--- src/rtl/uart_eval_pkg.sv ---
// Shared definitions for the UART evaluation sequencer.
//   state_t   : sequencer FSM states
//   CMD_*     : command bytes recognised in IDLE
//   CHAR_*    : ASCII characters emitted on the TX stream
//   bit_char  : maps one result bit to '0' / '1'
package uart_eval_pkg;

    typedef enum logic [2:0] {
        ST_IDLE,
        ST_SETTLE,
        ST_CAPTURE,
        ST_SEND,
        ST_TERM
    } state_t;

    localparam logic [7:0] CMD_CLEAR = 8'h80;
    localparam logic [7:0] CMD_EVAL  = 8'h81;
    localparam logic [7:0] CHAR_ZERO = 8'h30;
    localparam logic [7:0] CHAR_TERM = 8'h2A;

    function automatic logic [7:0] bit_char(input logic b);
        return CHAR_ZERO | {7'd0, b};
    endfunction

endpackage

--- src/rtl/uart_eval_tx_ser.sv ---
// Result serializer: captures the core output into a shadow register and
// streams it LSB first as ASCII '0'/'1', followed by a '*' terminator.
// Ports:
//   clk_48mhz, reset_n : clock, async active-low reset
//   load, data         : capture data into shadow (one-cycle pulse)
//   tx_data, tx_valid  : registered character stream, held until accepted
//   tx_ready           : downstream accept
//   bits_done          : pulse when the last result bit is accepted
//   done               : pulse when the terminator is accepted
module uart_eval_tx_ser
    import uart_eval_pkg::*;
#(
    parameter int OL = 64
) (
    input  logic          clk_48mhz,
    input  logic          reset_n,
    input  logic          load,
    input  logic [OL-1:0] data,
    output logic [7:0]    tx_data,
    output logic          tx_valid,
    input  logic          tx_ready,
    output logic          bits_done,
    output logic          done
);
    localparam int CW = $clog2(OL + 1);

    logic [OL-1:0] shadow;
    logic [CW-1:0] cursor;
    logic [CW-1:0] nxt;
    logic [OL-1:0] sh_nxt;
    logic          start;
    logic          in_term;
    logic          accept;

    assign accept    = tx_valid & tx_ready;
    assign nxt       = cursor + CW'(1);
    // Shift instead of a variable bit-select so the index width never has to
    // match the shadow width exactly.
    assign sh_nxt    = shadow >> nxt;
    assign bits_done = accept & ~in_term & (cursor == CW'(OL - 1));
    assign done      = accept & in_term;

    // cursor always names the bit currently presented on tx_data, so the next
    // character is loaded on the accepting edge and there is no bubble.
    always_ff @(posedge clk_48mhz or negedge reset_n) begin
        if (!reset_n) begin
            shadow   <= '0;
            cursor   <= '0;
            tx_data  <= 8'h00;
            tx_valid <= 1'b0;
            start    <= 1'b0;
            in_term  <= 1'b0;
        end else begin
            start <= load;
            if (load) begin
                shadow <= data;
                cursor <= '0;
            end else if (start) begin
                tx_valid <= 1'b1;
                tx_data  <= bit_char(shadow[0]);
            end else if (accept) begin
                if (in_term) begin
                    tx_valid <= 1'b0;
                    in_term  <= 1'b0;
                end else begin
                    cursor <= nxt;
                    if (cursor == CW'(OL - 1)) begin
                        tx_data <= CHAR_TERM;
                        in_term <= 1'b1;
                    end else begin
                        tx_data <= bit_char(sh_nxt[0]);
                    end
                end
            end
        end
    end

endmodule

--- src/rtl/uart_eval_sequencer.sv ---
// Request-driven controller between the usb_uart byte pipeline and the
// combinational evaluation core. Received bytes edit eval_in bit by bit;
// an evaluate command settles, captures eval_out and streams it back as
// ASCII '0'/'1' characters terminated by '*'.
// Ports:
//   clk_48mhz, reset_n       : clock, async active-low reset
//   rx_data/rx_valid/rx_ready: command byte input (accepted only in IDLE)
//   tx_data/tx_valid/tx_ready: result character output
//   eval_in / eval_out       : registered core input / core result
//   busy                     : high whenever not IDLE
//   rx_seen                  : sticky, set by the first accepted byte
// Build option: UART_EVAL_AUTO_EN -- bit writes and clears also start an
// evaluation, exactly like the evaluate command.
module uart_eval_sequencer
    import uart_eval_pkg::*;
#(
    parameter int IL     = 64,
    parameter int OL     = 64,
    parameter int SETTLE = 4
) (
    input  logic          clk_48mhz,
    input  logic          reset_n,
    input  logic [7:0]    rx_data,
    input  logic          rx_valid,
    output logic          rx_ready,
    output logic [7:0]    tx_data,
    output logic          tx_valid,
    input  logic          tx_ready,
    output logic [IL-1:0] eval_in,
    input  logic [OL-1:0] eval_out,
    output logic          busy,
    output logic          rx_seen
);
    localparam int SW = $clog2(SETTLE + 1);

    state_t        state, state_nxt;
    logic [SW-1:0] cnt;
    logic          rx_fire, is_write, wr_hit, is_clear, is_eval, start_eval;
    logic          load, bits_done, done;
    logic [IL-1:0] mask;

    assign rx_ready = (state == ST_IDLE);
    assign busy     = ~rx_ready;
    assign rx_fire  = rx_valid & rx_ready;
    assign is_write = ~rx_data[7];
    assign wr_hit   = is_write && (int'(rx_data[6:1]) < IL);
    assign is_clear = (rx_data == CMD_CLEAR);
    assign is_eval  = (rx_data == CMD_EVAL);
    assign mask     = IL'(1) << rx_data[6:1];
    assign load     = (state == ST_CAPTURE);

`ifdef UART_EVAL_AUTO_EN
    // Any write byte triggers, even one whose index is out of range.
    assign start_eval = rx_fire & (is_eval | is_write | is_clear);
`else
    assign start_eval = rx_fire & is_eval;
`endif

    always_comb begin
        state_nxt = state;
        case (state)
            ST_IDLE:    if (start_eval) state_nxt = ST_SETTLE;
            ST_SETTLE:  if (cnt == '0) state_nxt = ST_CAPTURE;
            ST_CAPTURE: state_nxt = ST_SEND;
            ST_SEND:    if (bits_done) state_nxt = ST_TERM;
            ST_TERM:    if (done) state_nxt = ST_IDLE;
            default:    state_nxt = ST_IDLE;
        endcase
    end

    always_ff @(posedge clk_48mhz or negedge reset_n) begin
        if (!reset_n) begin
            state   <= ST_IDLE;
            cnt     <= '0;
            eval_in <= '0;
            rx_seen <= 1'b0;
        end else begin
            state <= state_nxt;
            if (start_eval)
                cnt <= SW'(SETTLE - 1);
            else if (state == ST_SETTLE && cnt != '0)
                cnt <= cnt - SW'(1);
            if (rx_fire) begin
                rx_seen <= 1'b1;
                if (wr_hit)
                    eval_in <= rx_data[0] ? (eval_in | mask) : (eval_in & ~mask);
                else if (is_clear)
                    eval_in <= '0;
            end
        end
    end

    uart_eval_tx_ser #(.OL(OL)) u_tx (
        .clk_48mhz (clk_48mhz),
        .reset_n   (reset_n),
        .load      (load),
        .data      (eval_out),
        .tx_data   (tx_data),
        .tx_valid  (tx_valid),
        .tx_ready  (tx_ready),
        .bits_done (bits_done),
        .done      (done)
    );

endmodule

--- config.mk ---
export PLATFORM = sky130hd
export DESIGN_NAME = uart_eval_sequencer
export DESIGN_NICKNAME = d
export VERILOG_FILES = /design/src/rtl/uart_eval_pkg.sv /design/src/rtl/uart_eval_tx_ser.sv /design/src/rtl/uart_eval_sequencer.sv
export SDC_FILE = /design/constraint.sdc
export NUM_CORES = 1
export LEC_CHECK = 0
export CAP_MARGIN = 15
export CELL_PAD_IN_SITES_DETAIL_PLACEMENT = 1
export CELL_PAD_IN_SITES_GLOBAL_PLACEMENT = 1
export CORE_MARGIN = 5
export CORE_UTILIZATION = 43
export CTS_BUF_LIST = sky130_fd_sc_hd__clkbuf_4 sky130_fd_sc_hd__clkbuf_8
export DETAILED_ROUTE_END_ITERATION = 8
export GPL_TIMING_DRIVEN = 0
export PLACE_DENSITY_LB_ADDON = 0.1
export SLEW_MARGIN = 20
export SYNTH_ARGS = -nofsm -noshare
export SYNTH_HDL_FRONTEND = slang
export SYNTH_SLANG_ARGS = --single-unit
--- constraint.sdc ---
create_clock -name clk_48mhz -period 5.7 [get_ports clk_48mhz]
set_clock_uncertainty 0.15 [all_clocks]
set_input_delay 0.57 -clock clk_48mhz [delete_from_list [all_inputs] [get_ports clk_48mhz]]
set_output_delay 0.57 -clock clk_48mhz [all_outputs]
set_load 0.05 [all_outputs]
Word-level counts from Yosys, hierarchy flattened
Index checks and enable logic that the tools add are counted.
Cells by class
  add/sub/neg operators: 2
  equality and inequality tests: 15
  shifts and indexed selects: 2
  muxes and demuxes: 23
  bitwise operators: 13
  reduce and logical (&&, ||, !) cells: 14
Operators with widths (number)
  two-way mux 64 bit: 3
  bitwise AND 64 bit: 1
  inverter 64 bit: 1
  bitwise OR 64 bit: 1
  left shift 1 x 6 -> 64 bit (first input constant): 1
  right shift 64 x 7 -> 1 bit: 1
  two-way mux 7 bit: 4
  two-way mux 8 bit: 3
  two-way mux 3 bit: 6
  == test 8 bit (second input constant): 2
  case mux 3 bit (5 select lines): 1
  AND reduction 3 bit: 4
  != test 2 x 1 -> 1 bit (second input constant): 5
  nonzero test 2 bit: 4
  adder 7 x 1 -> 7 bit (second input constant): 1
  == test 7 x 6 -> 1 bit (second input constant): 1
  bitwise AND 1 bit: 6
  == test 3 x 2 -> 1 bit (second input constant): 2
  zero test 3 bit: 2
  != test 2 bit (second input constant): 3
  two-way mux 1 bit: 5
  two-way mux 5 bit: 1
  inverter 1 bit: 4
  AND reduction 4 bit: 1
  other kinds (6): 6
Storage, ports and cells
  register bits after elaboration: 153
  bits of input ports: 76
  output and inout bits: 76
  logic and storage cells: 79

Longest topological paths before layout
Gate-level depths: netlist (run 1).
  depth in word-level cells: 6
  depth in mapped cells: 9
  mapped depth without buffers: 7

Hierarchy
Synthesis (run 1) repeated with hierarchy kept, for this count alone.
Second synthesis, totals
  cells, all modules: 624
  area, all modules: 7458.4 um^2
By module, submodules not included
  uart_eval_tx_ser: times used 1, cells an instance 270, area an instance 3756.1 um^2, seq. area each 1951.9 um^2
  uart_eval_sequencer: times used 1, cells an instance 354, area an instance 3702.3 um^2, seq. area each 1776.7 um^2

Least setup slack after synthesis (run 1)
Ideal clock, no wire load.
  path type: reg-to-output
  start: register state[2]
  end: output busy
  data arrival time: 2.328 ns
  data required time: 4.980 ns
  slack: 2.652 ns
  stages on the path, launching flop included: 4
  buffers on the path: 1
  cell sequence: dfrtp_1 -> buf_6 -> nor3_1 -> inv_1
On the way
  cells in the longest elaborated chain, start to end: 2
RTL lines
  from (decl): RTL line uart_eval_sequencer.sv:36  | state_t state, state_nxt;
  from (signal assigned): RTL line uart_eval_sequencer.sv:78  | state <= state_nxt;
  zero test 3 bit: RTL line uart_eval_sequencer.sv:42  | assign rx_ready = (state == ST_IDLE);
  via rx_ready: RTL line uart_eval_sequencer.sv:25  | output logic rx_ready,
  inverter 1 bit: RTL line uart_eval_sequencer.sv:43  | assign busy = ~rx_ready;
  to (decl): RTL line uart_eval_sequencer.sv:31  | output logic busy,
The timed path passes the listed nets, and every way through them passes these cells.

Worst setup path after layout (run 1)
  start: input rx_data[5]
  end: register eval_in[23]
On the way
  cells in the longest elaborated chain, start to end: 5
  elaborated cells on any way between the ends: 9
  classes of those cells: 2 x eq/ne; 1 x shift; 2 x mux; 3 x bitwise; 1 x reduce/logical
RTL lines
  from (decl): RTL line uart_eval_sequencer.sv:23  | input logic [7:0] rx_data,
  branches (longest 5 deep; another with == test 8 bit)
  to (signal assigned): RTL line uart_eval_sequencer.sv:86  | eval_in <= rx_data[0] ? (eval_in | mask) : (eval_in & ~mask);
  to (decl): RTL line uart_eval_sequencer.sv:29  | output logic [IL-1:0] eval_in,
Parallel ways; which one is timed is not known.
A chain may end at the register's enable or synchronous reset.

==> qor.yml, run 1 <==
diodes: 0
overflow: 0
ys_async_sr_fraction_pct: 100.0
period_needed_ps: 3070
finalCritPeriodShare_pct: 53.86
dp_hpwl_mm: 17.78
p_per_area_nw_per_um2: 221.9
hold_viol_final: 0
startpoint_type: "input pin"
met3_length_mm: 1.214
die_w_um: 139.7
wl_met1_mm: 11.19
yosysSeqAreaShare_pct: 51.56
drc: 0
hp-class: "reg -> reg"
cts.sink_count: 149
drtIter0Drc: 404
yosys.area.top_type_share_pct: 51.56
ioPinCount: 152
drv_slew: 0
io_buffers: 146
drv_cap: 0
rows: 47
first_global_vias: 7241
cp.arrival_ps: 3260
ys_ff_latch: 149
start_util_pct: 43.76
post-cts-setup-buffers: 0
crit_chain: "clkdlybuf4s50_1, nor2_1, nand2_1, o21ai_1, nand3_1, clkbuf_1, o21ai_1, o21ai_1"
viasPerCell: 5.617
max_stage_delay_ps: 630
critPathBufInv: 2
grt_start_max_net_pins: 86
core_um2: 16520
wl_mm: 24.24
maxUsedRoutingLayer: "met4"
min-delay-start: "u_tx.tx_data[5]"
clkLatencyLatePin_ps: 480
cp.required_ps: 5890
wl_per_cell_um: 20.33
synth_edf_count: 0
max_freq_ghz: 0.3258
antenna_found_initial: 0
die-area_um2: 19510
cts_tree: "done"
path_common_cell: "o21ai_1"
die_h_um: 139.7
place.gp.congestion: 0.9154
finalSetupViolations: 0
netlist-cell-type-count: 61
cts_buffer_depth: 2
crit_fanout: 10
worstSetupPathType: "in -> reg"
synthToLayoutAreaGrowth_pct: 30.73
track_usage_pct: 25.27
syn-cell-area_um2: 7232
r2r_end: "u_tx.tx_data[0]"
maxSlewHeadroom_pct: 44.55
endpoint_kind: "flip-flop"
ant_nets: 0
htreeDepth: 4
fillers: 1877
dr_wl_met2_mm: 11.53
synth.avg_cell_area_um2: 9.154
yosysTopAreaCell: "dfrtp_1"
stdcell_count: 1192
cts-buffers-inserted: 17
peakVddDrop_uv: 160.8
yosys-top-cells-area: "dfrtp_1, nand2_1, o21ai_1, a21oi_1, mux4_2"
rr_startpoint: "u_tx.cursor[0]"
fin_nets: 1038
worst_pin_slew_ps: 830.0
status: "finished, final reports clean"
min_to: "u_tx.tx_data[5]"
p_total_mw: 2.098
dp_cells: 1159
rsz0062_at_grt: "false"
slowest_stage: "nor2_1"
synth-main-ff-cell: "dfrtp_1"
syn_inst: 790
cts-root-buf: "clkbuf_8"
whs_path_depth: 1
yosysWarnings: 0
drt-pass1-iter-count: 5
leakage_nw: 3.911
r2r_cells: 7
holdWs_ps: 321.3
clk_pin_slew_worst_paths_ps: 90
cts_repair_resize_count: 0
path_delay_family: "simple AND/OR/NAND/NOR gates"
reg2reg_slack_ps: 2670
vias: 6696
drive_gt1_share_pct: 8.642
grt_pass1_wl_mm: 39.26
[synth_stat cells (2+ instances only)]
| master | n |
|---|---|
| and3b_1 | 2 |
| inv_1 | 6 |
| ha_1 | 3 |
| nor2b_1 | 9 |
| and3_1 | 3 |
| xor2_1 | 5 |
| o31ai_1 | 2 |
| clkbuf_1 | 36 |
| buf_2 | 6 |
| mux2_2 | 4 |
| or4_1 | 2 |
| nor3_1 | 9 |
| nand2b_1 | 8 |
| o211ai_1 | 2 |
| a211oi_1 | 2 |
| dfrtp_1 | 149 |
| nand3_1 | 15 |
| xnor2_1 | 6 |
| o22a_1 | 2 |
| nand2_1 | 216 |
| buf_6 | 9 |
| nor2_1 | 29 |
| a21oi_1 | 68 |
| o21ai_0 | 43 |
| nand4_1 | 5 |
| buf_4 | 6 |
| or2_1 | 2 |
| buf_1 | 3 |
| o21ai_1 | 90 |
| a32oi_1 | 3 |
| mux4_2 | 15 |
[what timing repair did]
item                                    4_1_cts  5_1_grt
endpoints found under the setup margin        0        0
endpoints found under the hold margin        64        0
hold buffers                                  1        0
[area by class of cell]
cell class	count	area, um2	area share [%]
buffer	61	342.8	3.626
clock buffer	19	261.5	2.766
clock inverter	13	173.9	1.840
inverter	7	26.28	0.2779
multi-input combinational	575	3142	33.23
sequential	149	3729	39.44
tap	220	275.3	2.912
timing repair buffer	148	1504	15.91
[layer usage]
| layer | global-route usage (%) | vias up |
|---|---|---|
| met5 | 0 | - |
| met3 | 4.322 | 32 |
| met2 | 40.39 | 213 |
| met4 | 6.578 | 0 |
| met1 | 35.94 | 3414 |
| li1 | - | 3037 |
[stage by stage]
stage | worst slack [ps] | TNS (ps) | util, % | instance area, um2
floorplan | 2652 | 0 | - | 7239
global placement | -2031 | -300100 | 54.32 | 8976
detailed placement | 2223 | 0 | 54.52 | 9009
CTS | 2621 | 0 | 57.21 | 9454
global route | 2469 | 0 | 57.21 | 9454
finish | 2630 | 0 | 57.21 | 9454
[cells in the final DEF (no fill, tap or decap), types with 15 or more instances in the layout]
cell               n
nand2_1          216
clkbuf_1          36
clkdlybuf4s50_1  145
dfrtp_1          149
mux4_2            15
o21ai_1           90
nor2_1            29
clkbuf_8          19
a21oi_1           68
nand3_1           15
o21ai_0           43
[cells by family (layout without fill, tap and decap cells)]
family	after synthesis	after routing	share of synthesized area, %
simple gates	312	312	18.72
compound gates	225	225	16.83
flops	149	149	51.56
buf+inv	68	248	5.104
mux	20	20	5.657
xor+xnor	12	12	1.557
fa+ha+maj	3	3	0.5191
other cells	1	3	0.05185
[state kept, by name (all words and copies together) (netlist names)]
name / flops
u_tx.tx_data: 4
rx_seen: 1
u_tx.in_term: 1
cnt: 3
u_tx.tx_valid: 1
u_tx.cursor: 7
u_tx.shadow: 64
u_tx.start: 1
state: 3
eval_in: 64
[where the power goes]
part	internal (mW)	switching (mW)	total (mW)
logic	0.0570	0.0730	0.130
registers	1.06	0.000759	1.06
clock network	0.462	0.449	0.910
[worst max-delay path by stage]
stage / to / start / cells past startpoint
after floorplan: busy / state[2] / 3
after global placement: eval_in[25] / reset_n / 1
after detailed placement: eval_in[23] / rx_data[1] / 8
after CTS: rx_ready / state[2] / 3
after global routing: eval_in[23] / rx_data[5] / 8
final: eval_in[23] / rx_data[5] / 8
Power figures use the tool's default switching activity.
==> inputs of run 2 (changes only) <==
CORE_UTILIZATION = 40   (was 43)
clock period = 3.1 ns   (was 5.7 ns; I/O delays follow)
==> qor.yml, run 2 (synthesis gave the netlist of run 1 again) <==
first_global_vias: 7238  # was 7241
core_um2: 17900  # was 16520 um2
overflow: 0  # unchanged
worstSetupEndpoint: "u_tx.tx_data[0]"  # was eval_in[23]
wl_mm: 24.54  # was 24.24 mm
vias: 6669  # was 6696
diodes: 0  # unchanged
maxSlewHeadroom_pct: 37.48  # was 44.55%
finalSetupViolations: 0  # unchanged
r2r_end: "u_tx.tx_data[0]"  # unchanged
clk_pin_slew_worst_paths_ps: 80  # was 90 ps
max_freq_ghz: 0.3568
startpoint: "u_tx.cursor[1]"  # was rx_data[5]
grt_start_max_net_pins: 83  # was 86
place.gp.congestion: 0.9291  # was 0.9154
wl_per_cell_um: 20.43  # was 20.33 um
die_w_um: 144.5  # was 139.7 um
htreeDepth: 4  # unchanged
start_util_pct: 40.40  # was 43.76%
hp-class: "in -> reg"  # was reg -> reg
drt-pass1-iter-count: 4  # was 5
rows: 49  # was 47
cp.arrival_ps: 2980  # was 3260 ps
final_cell_mix: "nand2_1, dfrtp_1, clkdlybuf4s50_1"  # unchanged
r2r_cells: 7  # unchanged
drive_gt1_share_pct: 8.745  # was 8.642%
cts.sink_count: 149  # unchanged
layout_commonest_cell: "nand2_1"  # unchanged
rsz0062_at_grt: "false"  # unchanged
register_area_um2: 3729  # unchanged
fin_ws_ps: 297.2  # was 2630 ps
cts-root-buf: "clkbuf_8"  # unchanged
peakVddDrop_uv: 253.4  # was 160.8 uV
track_usage_pct: 23.96  # was 25.27%
leakage_nw: 3.885  # was 3.911 nW
worstSetupPathType: "reg -> reg"  # was in -> reg
finalCritPeriodShare_pct: 90.41
cts_buffer_depth: 2  # unchanged
cts-buffers-inserted: 17  # unchanged
cp.required_ps: 3280  # was 5890 ps
grt_pass1_wl_mm: 38.63  # was 39.26 mm
worst_pin_slew_ps: 935.8  # was 830.0 ps
io_buffers: 146  # unchanged
rr_startpoint: "u_tx.cursor[1]"  # was u_tx.cursor[0]
die_h_um: 144.5  # was 139.7 um
synthToLayoutAreaGrowth_pct: 30.07  # was 30.73%
dp_hpwl_mm: 18.16  # was 17.78 mm
crit_fanout: 10  # unchanged
drv_slew: 0  # unchanged
viasPerCell: 5.553  # was 5.617
hold_viol_final: 0  # unchanged
ant_nets: 0  # unchanged
fillers: 2058  # was 1877
drc: 0  # unchanged
status: "finished, final reports clean"  # unchanged
startpoint_type: "flip-flop"  # was input pin
fin_nets: 1038  # unchanged
holdWs_ps: 152.6  # was 321.3 ps
clkLatencyLatePin_ps: 460  # was 480 ps
p_per_area_nw_per_um2: 386.8  # was 221.9 nW/um2
reg2reg_slack_ps: 300  # was 2670 ps
period_needed_ps: 2803
reg.largest.list: "eval_in x64, u_tx.shadow x64, u_tx.cursor x7"  # unchanged
antenna_found_initial: 0  # unchanged
drtIter0Drc: 311  # was 404
endpoint_kind: "flip-flop"  # unchanged
ioPinCount: 152  # unchanged
post-cts-setup-buffers: 0  # unchanged
die-area_um2: 20870  # was 19510 um2
drv_cap: 0  # unchanged
multi_input_area_um2: 3142  # unchanged
dp_slack_ps: -51.69  # was 2223 ps
cts_tree: "done"  # unchanged
-- run 2: how the worst min path moves through the flow --
stage,startpoint,end,slack [ps],cells past startpoint
3_5_place_dp,reset_n,u_tx.shadow[61],160,1
5_1_grt,rx_data[0],cnt[0],190,3
6_report,rx_data[0],cnt[0],150,3
3_3_place_gp,u_tx.tx_data[5],u_tx.tx_data[5],300,1
4_1_cts,rx_data[0],cnt[0],120,3
2_1_floorplan,reset_n,cnt[0],-140,0
-- run 2: cell type report --
class,count,share of cell area [%]
plain buffers,61,3.658
clock buffers,19,2.780
clock inverters,13,1.210
inverters,7,0.2793
multi-input cells,575,33.40
flip-flops and latches,149,39.64
well taps,229,3.046
repair buffers,148,15.99
-- run 2: critical path, stage by stage, from the launching register on --
cell and delay (ps):
dfrtp_1 450, ha_1 290, clkbuf_1 430, clkbuf_2 400, mux4_2 370, mux2_2 310, o221ai_1 180, o211ai_1 100
-- run 2: layer usage --
layer	up-vias	routed length, um	part of all wire, %	GRT usage [%]
met3	25	1140	4.6	4.266
li1	3045	-	-	-
met2	177	11870	48	38.55
met4	0	316	1.3	7.167
met1	3422	11210	46	33.30
met5	-	0	0	0
-- run 2: what timing repair did --
item	4_1_cts	5_1_grt
hold buffers	1	0
endpoints found under the setup margin	0	1
resized for setup	0	2
hold endpoints to repair	67	0
-- run 2: stage by stage --
| step | total power, mW | util, % | instance area (um2) | setup TNS [ps] | cells |
|---|---|---|---|---|---|
| 2_1_floorplan | 2.047 | - | 7239 | 0 | 792 |
| 3_3_place_gp | 2.213 | 50.20 | 8987 | -651930 | 1167 |
| 3_5_place_dp | 2.222 | 50.38 | 9020 | -114.6 | 1168 |
| 4_1_cts | 3.673 | 52.54 | 9405 | 0 | 1201 |
| 5_1_grt | 3.772 | 52.54 | 9407 | 0 | 1201 |
| 6_report | 3.639 | 52.54 | 9407 | 0 | 1201 |
-- run 2: power breakdown --
part	leakage [nW]	switching (mW)	internal (mW)
Combinational	2.00	0.134	0.105
Sequential	1.71	0.00142	1.94
Clock	0.180	0.834	0.620
Total	3.89	0.970	2.67
